<file path="src/rtl/ram_arb_pkg.sv">
// Shared types and constants for the single-port RAM arbiter.
// Owner encoding, requester index constants and the default burst limit.
package ram_arb_pkg;

  typedef enum logic [1:0] {
    OWN_NONE = 2'd0,
    OWN_P0   = 2'd1,
    OWN_P1   = 2'd2
  } owner_t;

  localparam logic IDX_P0 = 1'b0;
  localparam logic IDX_P1 = 1'b1;

  localparam int DEFAULT_MAXBURST = 16;

  function automatic owner_t owner_of(input logic idx);
    return (idx == IDX_P1) ? OWN_P1 : OWN_P0;
  endfunction

endpackage

</file>
<file path="src/rtl/ram_arb_pick.sv">
// Combinational winner selection for the RAM arbiter.
// Contention policy: round-robin when RAM_ARB_ROUND_ROBIN_EN is defined, else requester 0 wins.
module ram_arb_pick
  import ram_arb_pkg::*;
#(
  parameter int MAXBURST = DEFAULT_MAXBURST,
  parameter int CNTW     = $clog2(MAXBURST + 1)
) (
  input  logic            req0,
  input  logic            req1,
  input  logic            lock0,
  input  logic            lock1,
  input  owner_t          owner,
  input  logic [CNTW-1:0] cnt,
  input  logic            last,
  output logic            valid,
  output logic            idx,
  output logic            cont
);

  localparam logic [CNTW-1:0] CNT_MAX = CNTW'(MAXBURST);

  logic room;
  logic tie_idx;

  assign room = (cnt < CNT_MAX);

`ifdef RAM_ARB_ROUND_ROBIN_EN
  // On contention the requester that did not win last time goes first.
  assign tie_idx = ~last;
`else
  logic unused_last;
  assign unused_last = last;
  assign tie_idx     = IDX_P0;
`endif

  always_comb begin
    valid = 1'b0;
    idx   = IDX_P0;
    cont  = 1'b0;
    if (owner == OWN_P0 && req0 && lock0 && room) begin
      valid = 1'b1;
      idx   = IDX_P0;
      cont  = 1'b1;
    end else if (owner == OWN_P1 && req1 && lock1 && room) begin
      valid = 1'b1;
      idx   = IDX_P1;
      cont  = 1'b1;
    end else if (req0 && req1) begin
      valid = 1'b1;
      idx   = tie_idx;
    end else if (req0) begin
      valid = 1'b1;
      idx   = IDX_P0;
    end else if (req1) begin
      valid = 1'b1;
      idx   = IDX_P1;
    end
  end

endmodule

</file>
<file path="src/rtl/ram_arbiter.sv">
// Two-master arbiter onto one synchronous single-port RAM, with locked bursts bounded by MAXBURST.
// Build option: RAM_ARB_ROUND_ROBIN_EN selects round-robin contention (default: fixed priority to requester 0).
module ram_arbiter
  import ram_arb_pkg::*;
#(
  parameter int WIDTH    = 32,
  parameter int ADDRW    = 32,
  parameter int MAXBURST = DEFAULT_MAXBURST
) (
  input  logic             clk,
  input  logic             rst,
  input  logic             req0,
  input  logic             req1,
  input  logic             lock0,
  input  logic             lock1,
  input  logic             we0,
  input  logic             we1,
  input  logic [ADDRW-1:0] addr0,
  input  logic [ADDRW-1:0] addr1,
  input  logic [WIDTH-1:0] wdata0,
  input  logic [WIDTH-1:0] wdata1,
  output logic             gnt0,
  output logic             gnt1,
  output logic [WIDTH-1:0] rdata0,
  output logic [WIDTH-1:0] rdata1,
  output logic             rvalid0,
  output logic             rvalid1,
  output logic             ram_en,
  output logic             ram_we,
  output logic [ADDRW-1:0] ram_addr,
  output logic [WIDTH-1:0] ram_wdata,
  input  logic [WIDTH-1:0] ram_rdata
);

  localparam int CNTW = $clog2(MAXBURST + 1);

  // Handshake: a requester holds reqN (and its addr/we/wdata) until gntN is
  // seen high in the same cycle; that cycle is the transfer. Reads return
  // exactly one cycle later on rvalidN, which has no back-pressure.

  owner_t          owner_q, owner_d;
  logic [CNTW-1:0] cnt_q, cnt_d;
  logic            last_q, last_d;
  logic [1:0]      rsel_q, rsel_d;

  logic pick_valid;
  logic pick_idx;
  logic pick_cont;
  logic win;
  logic g_lock;
  logic g_we;

  ram_arb_pick #(
    .MAXBURST (MAXBURST),
    .CNTW     (CNTW)
  ) u_pick (
    .req0  (req0),
    .req1  (req1),
    .lock0 (lock0),
    .lock1 (lock1),
    .owner (owner_q),
    .cnt   (cnt_q),
    .last  (last_q),
    .valid (pick_valid),
    .idx   (pick_idx),
    .cont  (pick_cont)
  );

  // Reset suppresses the grant combinationally so nothing reaches the RAM.
  assign win    = pick_valid & ~rst;
  assign g_lock = (pick_idx == IDX_P1) ? lock1 : lock0;
  assign g_we   = (pick_idx == IDX_P1) ? we1 : we0;

  always_ff @(posedge clk) begin
    if (rst) begin
      owner_q <= OWN_NONE;
      cnt_q   <= '0;
      last_q  <= IDX_P1;
      rsel_q  <= 2'b00;
    end else begin
      owner_q <= owner_d;
      cnt_q   <= cnt_d;
      last_q  <= last_d;
      rsel_q  <= rsel_d;
    end
  end

  always_comb begin
    owner_d = OWN_NONE;
    cnt_d   = '0;
    last_d  = last_q;
    rsel_d  = 2'b00;
    if (win) begin
      last_d  = pick_idx;
      owner_d = g_lock ? owner_of(pick_idx) : OWN_NONE;
      cnt_d   = pick_cont ? cnt_q + 1'b1 : CNTW'(1);
      if (!g_we) begin
        rsel_d = (pick_idx == IDX_P1) ? 2'b10 : 2'b01;
      end
    end
  end

  always_comb begin
    gnt0      = 1'b0;
    gnt1      = 1'b0;
    ram_en    = 1'b0;
    ram_we    = 1'b0;
    ram_addr  = '0;
    ram_wdata = '0;
    if (win) begin
      ram_en = 1'b1;
      if (pick_idx == IDX_P1) begin
        gnt1      = 1'b1;
        ram_we    = we1;
        ram_addr  = addr1;
        ram_wdata = wdata1;
      end else begin
        gnt0      = 1'b1;
        ram_we    = we0;
        ram_addr  = addr0;
        ram_wdata = wdata0;
      end
    end
  end

  // A read in flight when reset arrives must not surface its strobe.
  assign rvalid0 = rsel_q[0] & ~rst;
  assign rvalid1 = rsel_q[1] & ~rst;
  assign rdata0  = ram_rdata;
  assign rdata1  = ram_rdata;

endmodule
</file>
<file path="config.mk">
export PLATFORM = sky130hd
export DESIGN_NAME = ram_arbiter
export DESIGN_NICKNAME = d
export VERILOG_FILES = /design/src/rtl/ram_arb_pkg.sv /design/src/rtl/ram_arb_pick.sv /design/src/rtl/ram_arbiter.sv
export SDC_FILE = /design/constraint.sdc
export NUM_CORES = 1
export LEC_CHECK = 0
export CAP_MARGIN = 20
export CORE_AREA = 3 3 117 119
export DETAILED_ROUTE_END_ITERATION = 7
export DIE_AREA = 0 0 120 122
export GPL_ROUTABILITY_DRIVEN = 0
export PLACE_DENSITY = 0.66
export SKIP_LAST_GASP = 1
export SLEW_MARGIN = 10
export SYNTH_ARGS = -nofsm -noshare
export SYNTH_HDL_FRONTEND = slang
export SYNTH_SLANG_ARGS = --single-unit
</file>
<file path="constraint.sdc">
create_clock -name clk -period 1.6 [get_ports clk]
set_input_delay 0.32 -clock clk [delete_from_list [all_inputs] [get_ports clk]]
set_output_delay 0.32 -clock clk [all_outputs]
set_load 0.1 [all_outputs]
</file>
==> After elaboration in Yosys (flattened, before gate mapping) <==
Index checks and enable logic that the tools add are counted.
{ "word_totals": {"word_cells": 51, "in_bits": 168, "reg_bits": 9, "out_inout_bits": 134} }
{ "op_classes": {"magnitude_cmp": 1, "n_mux": 25, "n_reduce_logical": 11, "eq_ne": 2, "bitwise_logic": 7, "add_sub_neg": 1} }
{ "ops": {"columns": ["op", "count"], "rows": [
  ["$mux 32", 4],
  ["$mux 1", 20],
  ["$reduce_or 3->1", 3],
  ["$logic_and 1x1->1", 7],
  ["$add 5x1->5 const B", 1],
  ["$lt 5x5->1 const B", 1],
  ["$not 1->1", 4],
  ["$and 1x1->1", 3],
  ["$eq 2x1->1 const B", 1],
  ["$eq 2x2->1 const B", 1],
  ["$mux 2", 1],
  ["$reduce_or 2->1", 1]
]} }

==> Depth between registers and ports, before layout <==
Gate-level depths: netlist of run 1.
{ "logic_depth": {"depth_word": 9, "ltp_mapped": 6, "depth_no_buf": 4} }

==> Hierarchy <==
From an unflattened synthesis of run 1, not the netlist that was laid out.
{ "unflattened": {"cells_unflattened": 251, "area_unflattened_um2": 1941.9} }
{ "modules_own_cells": {"columns": ["mod", "seq_area_each_um2", "area_per_inst_um2", "cells_per_inst", "instances"], "rows": [
  ["ram_arbiter", 200.2, 1894.3, 245, 1],
  ["ram_arb_pick", 0.0, 47.5, 6, 1]
]} }

==> Worst setup path before layout of run 1 <==
No wires, ideal clock.
{ "synth_path": {"kind": "input to output", "from": "input req0", "to": "output gnt0", "arrival_time_ns": 2.200, "cell_stages": 4, "slack_ns": -0.920, "required_ns": 1.280, "n_path_buf": 2, "cell_sequence": "buf_2 > clkbuf_1 > o21ai_0 > nor2_1"} }
{ "synth_between": {"elab_chain_cells": 6, "elab_cells_between_ends": 15, "cone_classes": "mux: 10; bitwise: 1; reduce/logical: 4"} }
{ "synth_lines": {"columns": ["item", "line_no", "source"], "rows": [
  ["start: declaration", "ram_arbiter.sv:12", "input logic req0,"],
  ["$mux 1 (tied with other cells)", "ram_arb_pick.sv:52", "end else if (req0) begin"],
  ["$mux 1 or $logic_and 1x1->1 (tied branches)", "ram_arb_pick.sv:49, ram_arb_pick.sv:41", null],
  ["$mux 1 or $logic_and 1x1->1 (tied branches)", "ram_arb_pick.sv:45, ram_arb_pick.sv:41", null],
  ["$mux 1", "ram_arb_pick.sv:41", "if (owner == OWN_P0 && req0 && lock0 && room) begin"],
  ["$mux 1 or $and 1x1->1 (tied branches)", "ram_arbiter.sv:112, ram_arbiter.sv:70", null],
  ["$mux 1 *", "ram_arbiter.sv:110", "if (win) begin"],
  ["end: declaration", "ram_arbiter.sv:22", "output logic gnt0,"]
]} }
Mark *: on every way between the ends. The rest lies on a longest branch, timed or not.

==> Final worst setup path of run 1 <==
{ "layout_path": {"from": "register cnt_q[4]", "to": "output ram_addr[21]"} }
{ "layout_between": {"elab_chain_cells": 6, "elab_cells_between_ends": 10, "cone_classes": "order compare: 1; mux: 6; bitwise: 1; reduce/logical: 2"} }
{ "layout_lines": {"columns": ["item", "line_no", "source"], "rows": [
  ["start: declaration", "ram_arbiter.sv:42", "logic [CNTW-1:0] cnt_q, cnt_d;"],
  ["start signal: assignment", "ram_arbiter.sv:82", "cnt_q <= cnt_d;"],
  ["$lt 5x5->1 *", "ram_arb_pick.sv:26", "assign room = (cnt < CNT_MAX);"],
  ["$logic_and 1x1->1", "ram_arb_pick.sv:45", "end else if (owner == OWN_P1 && req1 && lock1 && room) begin"],
  ["$mux 1", "ram_arb_pick.sv:45", null],
  ["$mux 1", "ram_arb_pick.sv:41", null],
  ["$mux 32 or $and 1x1->1 (tied branches)", "ram_arbiter.sv:112, ram_arbiter.sv:70", null],
  ["$mux 32 *", "ram_arbiter.sv:110", null],
  ["end: declaration", "ram_arbiter.sv:30", "output logic [ADDRW-1:0] ram_addr,"]
]} }
Marked as above.

==> results of run 1 <==
## how the worst min path moves through the flow
stage,end,slack (ps),cells after the start
final,cnt_q[0],500,1
after global routing,cnt_q[0],520,1
after CTS,cnt_q[0],500,1
after detailed placement,cnt_q[0],490,1
after global placement,cnt_q[0],470,1
after floorplan,rsel_q[1],390,1
## worst reg2reg max path: stages (launching register included)
cell	delay, ps
dfxtp_2	320
nand4bb_4	250
buf_12	160
buf_12	130
buf_16	150
a21oi_4	170
buf_6	120
buf_4	90
buf_4	90
nor2b_2	120
## placed cells by master, fill, tap and decap left out, types with 2 or more instances in the layout
cell / Yosys / final
clkdlybuf4s50_1: 0 / 131
nand2_1: 130 / 130
buf_12: 0 / 86
a21oi_2: 11 / 80
o21ba_4: 0 / 57
buf_4: 66 / 36
a21oi_1: 120 / 34
a21oi_4: 0 / 17
o21ba_2: 34 / 8
clkbuf_16: 0 / 7
dfxtp_1: 9 / 7
nor2_1: 7 / 5
nor2b_2: 0 / 3
buf_16: 0 / 3
inv_1: 2 / 2
nand3_1: 2 / 2
xor2_1: 2 / 2
dfxtp_2: 0 / 2
buf_6: 8 / 2
## metal layers
metal	wire (um)	part of all wire
met3	1129	0.083
met5	0	0
met1	4962	0.36
met2	7209	0.53
met4	381	0.028
## kinds of logic after synthesis
kind of cell,Yosys count
AOI/OAI and AO/OA,200
adders and majority gates,1
xor gates and xnor gates,3
and+or+nand+nor,149
DFF,9
buffers and inverters,119
## what timing repair did
item / CTS / global route
setup endpoints to repair: 70 / 69
gates cloned: 3 / 4
gates resized for setup: 5 / 21
hold endpoints to repair: 0 / 0
buffers inserted: 4 / 4
pin swaps: 2 / 3
hold buffers: 0 / 0
## final cells by class
| class | instances | share of cell area |
|---|---|---|
| repair buffers | 264 | 0.5121 |
| multi-input cells | 353 | 0.4175 |
| well taps | 172 | 0.03129 |
| flip-flops and latches | 9 | 0.02656 |
| clock buffers | 4 | 0.01146 |
| inverters | 2 | 0.001092 |
## per-stage QoR
stage / setup TNS, ps / std cells / cell area [um2] / hold slack [ps]
2_1_floorplan: -4155 / 481 / 3841 / 391.6
3_3_place_gp: -40360 / 785 / 6379 / 474.3
3_5_place_dp: -42080 / 785 / 6379 / 490.6
4_1_cts: -25360 / 796 / 6596 / 495.9
5_1_grt: -29750 / 804 / 6878 / 517.0
6_report: -25710 / 804 / 6878 / 497.3
## power by group through the flow
stage	registers (mW)	clock network, mW	logic [mW]
after floorplan	0.237	0	2.13
final	0.235	0.441	2.36
after CTS	0.234	0.453	2.33
after global routing	0.235	0.467	2.46
after detailed placement	0.238	0	2.31
after global placement	0.238	0	2.29
## registers in the layout (all words and copies together) (netlist names)
name / flops
cnt_q: 5
owner_q: 2
rsel_q: 2
==> out/results.txt, run 1 <==
CP Cell Sequence - nand4bb_4 -> buf_12 -> buf_12 -> buf_16 -> a21oi_4 -> o21ba_4 -> buf_12
main flop type after synthesis - dfxtp_1
Residual DRC - 0
Final Skew - 4.788 ps
Clock Power Share - 0.145
layout cells sized above 1 - 0.4858
crit path time final - 2029 ps
Setup-failing EPs final - 69
failing checks - setup timing
Fmax - 492.7 MHz
synth cell count leaders - nand2_1 (130), a21oi_1 (120), buf_4 (66)
Worst Path Buf+Inv - 4
CP arrival - 1710 ps
Cell variety after synth - 28
die height - 122 um
Core Footprint - 0.01267 mm2
first-pass GRT wire length - 20.28 mm
PortBufs - 205
Die W - 120 um
Net Sw Frac - 0.4590
clk_lat worst skew - 240 ps
most frequent CP cell - buf_12
CP Class - reg2out
EDFF count, synth - 0
Worst Setup EP - ram_addr[21]
Worst Setup SP - cnt_q[4]
slowest stage delay, CP - 320 ps
Final WS setup - -429.4 ps
nets - 802
pre-CTS setup slack - -718.6 ps
RR Startpoint - cnt_q[4]
VDD IR max - 0.5699 mV
post-synthesis average cell area - 6.178 um2
Yosys warnings - 0
Mapped Nets - 650
vias in the first global route - 4058
Worst Setup End Kind - output port
# diodes - 0
Syn Std Cell Area - 0.002972 mm2
largest cells by area after synthesis - a21oi_1 (20%), buf_4 (17%), nand2_1 (16%), o21ba_2 (11%), o21ba_1 (10%)
Top Family by Delay on Critical Path - buffers and inverters
clk sinks - 9
multiplexer share of the synthesized area - 0
crit share post-route - 1.268
Total Power - 3.037 mW
GR Layer Usage met3 - 0.04550
largest net degree at the start of global routing - 44
complex-gate fraction of the synthesized area - 0.4632
total CTS buffers - 3
First DRT Iteration DRCs - 149
Area Growth Syn to Fin - 131.5%
clock slew at the register clock pins of the worst setup and hold paths - 40 ps
DR vias/cell - 4.756
Yosys reg bits - 9
worst-path fanout max - 7
Post-Synth Simple-Gate Area - 0.2021
Yosys top cell by area - a21oi_1
M1 GR Usage - 0.1799
largest family of logic cells by synthesized area - compound AO/OA/AOI/OAI gates
drt wl/cell - 17.02 um
R2R cell count - 9
MaxCap Viol Count - 0
type of the worst min-delay path - reg2reg
CP max stage cell - dfxtp_2
R2R setup slack - -50 ps
Root Driver - clkbuf_16
Rows - 41
aggregate global routing overflow - 0
Starting Density - 0.2345
ys async rst share - 0
Final Hold Viols - 0
relative slew slack - 0.8308
final antenna-violating net count - 0
share of power burned in registers - 0.077
Lkg Pwr - 2.572 nW
Crit path required time - 1280 ps
Multi-input gate area - 0.002872 mm2
min-delay src - cnt_q[0]
hpwl dp - 9.999 mm
status - finished, violations left
Comb power frac - 0.777
register area share after synthesis - 0.06063
Slew @ Worst Pin - 253.9 ps
P_sw - 1.394 mW
Slew Viols, Final - 0
Synth Area in XOR/XNOR - 0.008842
drt pass-1 iters - 4
H-tree lvl count - 1
GRT Overall Usage - 0.1678
GR Util met2 - 0.3189
Reg area - 182.7 um2
RSZ-0062 raised after global routing - true
top cell type's share of synthesized area - 0.2021
CP startpoint kind - register
Fillers - 1118
routed via count - 3824
adder-cell share of the synthesized area - 0.004211
Mapped Cells - 481
Bufs on Longest Clock Path - 2
IO Count - 302
r2r endpoint - rsel_q[1]
Levels on crit path - 7
final design utilization - 0.5428
TritonCTS clock tree - yes
most used routing layer - met2
Power Internal - 1.643 mW
area of the die - 0.01464 mm2
antenna violations before repair - 0
Routed WL - 13.68 mm
most numerous cell in the Yosys netlist - nand2_1
power per cell area - 441.6 mW/mm2
Note: power is estimated with default switching activity, not from simulation.
==> run 2, diff against run 1 <==
--- a/config.mk
+++ b/config.mk
@@ -6,13 +6,13 @@
 export NUM_CORES = 1
 export LEC_CHECK = 0
 export CAP_MARGIN = 20
-export CORE_AREA = 3 3 117 119
+export CORE_AREA = 3 3 118 120
 export DETAILED_ROUTE_END_ITERATION = 7
-export DIE_AREA = 0 0 120 122
+export DIE_AREA = 0 0 121 123
 export GPL_ROUTABILITY_DRIVEN = 0
-export PLACE_DENSITY = 0.66
+export PLACE_DENSITY = 0.65
 export SKIP_LAST_GASP = 1
-export SLEW_MARGIN = 10
+export SLEW_MARGIN = 15
 export SYNTH_ARGS = -nofsm -noshare
 export SYNTH_HDL_FRONTEND = slang
 export SYNTH_SLANG_ARGS = --single-unit
==> constraint.sdc (replaced) <==
create_clock -name clk -period 2.4 [get_ports clk]
set_input_delay 0.48 -clock clk [delete_from_list [all_inputs] [get_ports clk]]
set_output_delay 0.48 -clock clk [all_outputs]
set_load 0.1 [all_outputs]
==> run 2 against run 1 <==
Net effect: the flow now finishes without violations; power down 39%; via count decreased by 3.8%; utilization shrank 10 points; final area down 16%; combinational power shrank 41%; clock power decreased by 34%; critical endpoint is now ram_wdata[29].
==> out/results.txt, run 2 (same netlist as run 1, synthesis figures left out) <==
status - finished clean
Final Skew - 1.539 ps (-3.250 ps)
min-delay src - cnt_q[0]
Residual DRC - 0 (unchanged)
commonest non-fill, non-tap cells in the layout - clkdlybuf4s50_1 (131), nand2_1 (130), a21oi_1 (101), buf_12 (81), o21ba_1 (31)
CP max stage cell - dfxtp_1
Comb power frac - 0.757 (-0.020)
MaxCap Viol Count - 0 (unchanged)
total CTS buffers - 3 (unchanged)
H-tree lvl count - 1 (unchanged)
clk sinks - 9 (unchanged)
Hold Path Sink - cnt_q[0]
first-pass GRT wire length - 18.71 mm (-7.8%)
routed via count - 3677 (-3.8%)
drt wl/cell - 16.05 um (-5.7%)
relative slew slack - 0.6446 (-0.1861)
hold buffers post-CTS - 0 (unchanged)
post-route insts no fill - 771 (-4.1%)
final antenna-violating net count - 0 (unchanged)
Worst Setup End Kind - output port
type of the worst min-delay path - reg2reg
RR Startpoint - cnt_q[4]
Placed Cells - 761 (-3.1%)
share of power burned in registers - 0.085 (+0.008)
Multi-input gate area - 0.002205 mm2 (-23%)
largest net degree at the start of global routing - 71 (+61%)
Fillers - 1247 (+12%)
Routed WL - 12.37 mm (-9.6%)
Lkg Pwr - 2.474 nW (-3.8%)
layout cells sized above 1 - 0.2790 (-0.2068)
TritonCTS clock tree - yes
IO Count - 302 (unchanged)
Root Driver - clkbuf_16
Worst Path Buf+Inv - 3 (-1)
pre-CTS setup slack - -157.4 ps (+561.2 ps)
max reg flops - 5 (unchanged)
CP Cell Sequence - nand4bb_4 -> buf_12 -> bufbuf_16 -> a21oi_2 -> o21ba_2 -> buf_12
vias in the first global route - 3617 (-11%)
First DRT Iteration DRCs - 126 (-15%)
Fmax - 436.2 MHz
Rows - 42 (+2.4%)
slowest stage delay, CP - 360 ps (+40 ps)
CP startpoint kind - register
Largest regs - cnt_q x5, owner_q x2, rsel_q x2
smallest hold slack - 485.2 ps (-12.06 ps)
leading cell type in the layout, fill and taps excluded - clkdlybuf4s50_1
CP Class - reg2out
Reg area - 180.2 um2 (-1.4%)
clock slew at the register clock pins of the worst setup and hold paths - 40 ps (about the same)
most flop-heavy register - cnt_q
aggregate global routing overflow - 0 (unchanged)
Power Internal - 982.2 uW (-40%)
Final Hold Viols - 0 (unchanged)
Crit path required time - 1920 ps (+640 ps)
# diodes - 0 (unchanged)
power per cell area - 317.9 mW/mm2 (-28%)
R2R setup slack - 770 ps (+820 ps)
Core Footprint - 0.01309 mm2 (+3.3%)
Setup-failing EPs final - 0 (-100%)
crit path time final - 2293 ps
clk_lat worst skew - 230 ps (about the same)
PortBufs - 205 (unchanged)
DR vias/cell - 4.769 (+0.27%)
crit share post-route - 0.9553
setup_tns - 0 ps (+25710 ps)
VDD IR max - 0.2756 mV (-52%)
Top Family by Delay on Critical Path - buffers and inverters
die height - 123 um (+0.82%)
P_sw - 860.5 uW (-38%)
drt pass-1 iters - 4 (unchanged)
hpwl dp - 8.889 mm (-11%)
most frequent CP cell - buf_12
r2r endpoint - rsel_q[1]
nets - 765 (-4.6%)
R2R cell count - 6 (-3)
Net Sw Frac - 0.4670 (+0.008003)
Starting Density - 0.2271 (-0.007423)
GRT Overall Usage - 0.1536 (-0.01419)
Final WS setup - 107.4 ps (+536.8 ps)
RSZ-0062 raised after global routing - false
worst-path fanout max - 9 (+2)
Die W - 121 um (+0.83%)
Slew Viols, Final - 0 (unchanged)
area of the die - 0.01488 mm2 (+1.7%)
CP arrival - 1810 ps (+100 ps)
antenna violations before repair - 0 (unchanged)
Bufs on Longest Clock Path - 2 (unchanged)
Slew @ Worst Pin - 533.1 ps (+279.2 ps)
Area Growth Syn to Fin - 95.07%
Clock Power Share - 0.159 (+0.014)
hold depth - 1 (unchanged)
[run 2: cell count changes in the layout (fill, tap and decap cells not counted), sizes merged]
cell,change
dlygate4sd2,-1
bufbuf,+1
clkbuf,-3
buf,-34
[run 2: final cells by class]
cell class                 count  share of cell area
clock buffer                   4             0.01360
multi-input combinational    353              0.3803
timing repair buffer         227              0.5357
tap                          176             0.03799
sequential                     9             0.03108
inverter                       2            0.001295
[run 2: power groups by stage]
| stage | clock (mW) | combinational [mW] | sequential (mW) |
|---|---|---|---|
| 6_report | 0.292 | 1.39 | 0.157 |
| 3_5_place_dp | 0 | 1.36 | 0.159 |
| 5_1_grt | 0.302 | 1.45 | 0.157 |
| 4_1_cts | 0.296 | 1.40 | 0.156 |
| 2_1_floorplan | 0 | 1.27 | 0.158 |
| 3_3_place_gp | 0 | 1.35 | 0.159 |
[run 2: worst max path at each step]
| stage | start | to | depth (start not counted) |
|---|---|---|---|
| floorplan | rst | rvalid0 | 3 |
| detailed placement | lock1 | ram_wdata[21] | 7 |
| global placement | lock1 | ram_wdata[21] | 7 |
| CTS | lock1 | ram_wdata[9] | 7 |
| finish | cnt_q[4] | ram_wdata[29] | 6 |
| global route | cnt_q[4] | ram_wdata[22] | 6 |
[run 2: metrics by stage]
stage | instance area, um2 | power, mW | util
after floorplan | 2974 | 1.423 | -
after global placement | 5418 | 1.508 | 0.4140
after detailed placement | 5418 | 1.519 | 0.4140
after CTS | 5793 | 1.855 | 0.4427
after global routing | 5797 | 1.912 | 0.4430
final | 5797 | 1.843 | 0.4430
[run 2: what timing repair did]
action                                  in CTS  in global routing
cloned                                       3                  0
hold endpoints to repair                     0                  0
endpoints found under the setup margin      66                 22
pin swaps                                   18                  1
buffers inserted                             3                  1
resized for setup                           38                  2
[run 2: routing by layer]
layer,share of wire,wire (um),track usage,up-vias
li1,-,-,-,1778
met1,0.37,4632,0.1737,1708
met2,0.51,6333,0.2845,156
met3,0.087,1072,0.03751,35
met4,0.027,333,0.04674,0
met5,0,0,0,-
==> run 3, diff against run 2 <==
==> constraint.sdc (replaced) <==
create_clock -name clk -period 2.4 [get_ports clk]
set_input_delay 0.36 -clock clk [delete_from_list [all_inputs] [get_ports clk]]
set_output_delay 0.36 -clock clk [all_outputs]
set_load 0.1 [all_outputs]
==> run 3 against run 2 <==
Net effect: final area is 4.6% lower; clock power is 3% higher; wire length is 4.9% lower; final cell count is 0.13% lower; first-iteration DRC count is 9.5% higher; register-to-register slack better by 260 ps; worst hold slack worse by 8.1 ps; combinational power is 3% lower; fmax is 7.7% higher; sequential share of layout area is 0.15 points higher; highest routed layer unchanged.
==> out/results.txt, run 3 (same netlist as run 1, synthesis figures left out) <==
status - finished clean
share of power burned in registers - 0.086 (about the same)
P_sw - 849.4 uW (-1.3%)
H-tree lvl count - 1 (unchanged)
CP Class - reg2out
CP Cell Sequence - nand4bb_4 -> buf_12 -> buf_4 -> a21oi_1 -> o21ba_1 -> buf_12
Hold Path Sink - owner_q[1]
GRT Overall Usage - 0.1436 (-0.01000)
IO Count - 302 (unchanged)
placed cell area - 0.005423 mm2 (about the same)
Routed WL - 11.76 mm (-4.9%)
Net Sw Frac - 0.4697 (+0.002732)
crit share post-route - 0.8867 (-0.06857)
CP startpoint kind - register
worst-path fanout max - 34 (+25)
CP arrival - 1770 ps (-40 ps)
VDD IR max - 0.2937 mV (+6.6%)
min-delay src - lock1
r2r endpoint - owner_q[0]
Largest regs - cnt_q x5, owner_q x2, rsel_q x2
DR vias/cell - 4.717 (-1.1%)
Root Driver - clkbuf_16
Final Skew - 2.976 ps (+1.437 ps)
crit path time final - 2128 ps (-164.6 ps)
relative slew slack - 0.7038 (+0.05915)
leading cell type in the layout, fill and taps excluded - clkdlybuf4s50_1
most frequent CP cell - buf_12
PortBufs - 205 (unchanged)
Worst Setup SP - cnt_q[4]
hold buffers post-CTS - 0 (unchanged)
Levels on crit path - 6 (unchanged)
MaxCap Viol Count - 0 (unchanged)
post-route cell area - 0.005533 mm2 (-4.6%)
Residual DRC - 0 (unchanged)
Comb power frac - 0.748 (-0.009)
Total Power - 1.808 mW (-1.9%)
Core Footprint - 0.01309 mm2 (unchanged)
setup bufs post-CTS - 0 (-3)
Clock Power Share - 0.166 (+0.007)
Die W - 121 um (unchanged)
Starting Density - 0.2271 (unchanged)
antenna violations before repair - 0 (unchanged)
area of the die - 0.01488 mm2 (unchanged)
total CTS buffers - 3 (unchanged)
Slew @ Worst Pin - 444.3 ps (-88.73 ps)
Lkg Pwr - 2.396 nW (-3.1%)
most flop-heavy register - cnt_q
First DRT Iteration DRCs - 138 (+9.5%)
Area Growth Syn to Fin - 86.19%
largest net degree at the start of global routing - 81 (+14%)
Power Internal - 958.9 uW (-2.4%)
commonest non-fill, non-tap cells in the layout - clkdlybuf4s50_1 (131), nand2_1 (130), a21oi_1 (120), buf_12 (77), o21ba_2 (34)
Rows - 42 (unchanged)
Reg area - 180.2 um2 (unchanged)
clk_lat worst skew - 240 ps (about the same)
routed via count - 3632 (-1.2%)
nets - 764 (-0.13%)
Fmax - 469.9 MHz (+7.7%)
TritonCTS clock tree - yes
hold depth - 2 (+1)
Top Family by Delay on Critical Path - buffers and inverters
Worst Setup End Kind - output port
power per cell area - 326.8 mW/mm2 (+2.8%)
hpwl dp - 8.728 mm (-1.8%)
setup_tns - 0 ps (unchanged)
CTS-repair resized insts - 0 (-100%)
R2R cell count - 5 (-1)
Final Hold Viols - 0 (unchanged)
R2R setup slack - 1030 ps (+260 ps)
clk sinks - 9 (unchanged)
Slew Viols, Final - 0 (unchanged)
drt pass-1 iters - 5 (+1)
final antenna-violating net count - 0 (unchanged)
vias in the first global route - 3694 (+2.1%)
type of the worst min-delay path - in2reg
first-pass GRT wire length - 17.84 mm (-4.6%)
max reg flops - 5 (unchanged)
RSZ-0062 raised after global routing - false
Worst Path Buf+Inv - 3 (unchanged)
clock slew at the register clock pins of the worst setup and hold paths - 40 ps (about the same)
CP max stage cell - dfxtp_1
Setup-failing EPs final - 0 (unchanged)
slowest stage delay, CP - 350 ps (about the same)
Crit path required time - 2040 ps (+120 ps)
Bufs on Longest Clock Path - 2 (unchanged)
Fillers - 1259 (+0.96%)
RR Startpoint - cnt_q[4]
aggregate global routing overflow - 0 (unchanged)
Multi-input gate area - 0.002038 mm2 (-7.5%)
drt wl/cell - 15.27 um (-4.8%)
# diodes - 0 (unchanged)
layout cells sized above 1 - 0.2441 (-0.03488)
die height - 123 um (unchanged)
-- run 3: power by group through the flow --
stage | sequential, mW | clock [mW] | combinational, mW
6_report | 0.156 | 0.300 | 1.35
4_1_cts | 0.156 | 0.305 | 1.36
3_5_place_dp | 0.159 | 0 | 1.35
2_1_floorplan | 0.158 | 0 | 1.27
5_1_grt | 0.157 | 0.314 | 1.41
3_3_place_gp | 0.158 | 0 | 1.34
-- run 3: worst max-delay path by stage --
stage	endpoint	slack [ps]
floorplan	rvalid0	-6
CTS	ram_wdata[20]	40
global placement	ram_wdata[21]	60
global route	ram_wdata[17]	190
finish	ram_wdata[17]	270
detailed placement	ram_wdata[20]	50
-- run 3: metrics by stage --
step / utilization / setup WS (ps) / hold slack (ps) / instances
6_report: 0.4228 / 271.9 / 477.1 / 770
2_1_floorplan: - / -5.998 / 431.6 / 481
3_5_place_dp: 0.4144 / 46.03 / 512.6 / 765
4_1_cts: 0.4204 / 35.55 / 517.9 / 769
5_1_grt: 0.4228 / 186.7 / 495.0 / 770
3_3_place_gp: 0.4144 / 57.65 / 468.2 / 765
-- run 3: cell type report --
class | instances | share of cell area
Tap cell | 176 | 0.03980
Inverter | 2 | 0.001357
Timing Repair Buffer | 226 | 0.5436
Sequential cell | 9 | 0.03256
Multi-Input combinational cell | 353 | 0.3684
Clock buffer | 4 | 0.01425
-- run 3: layer usage --
metal,routed length [um],up-vias,global-route usage
met5,0,-,0
met4,452,0,0.05949
met3,1006,42,0.04209
met2,5831,160,0.2605
met1,4470,1658,0.1563
li1,-,1772,-
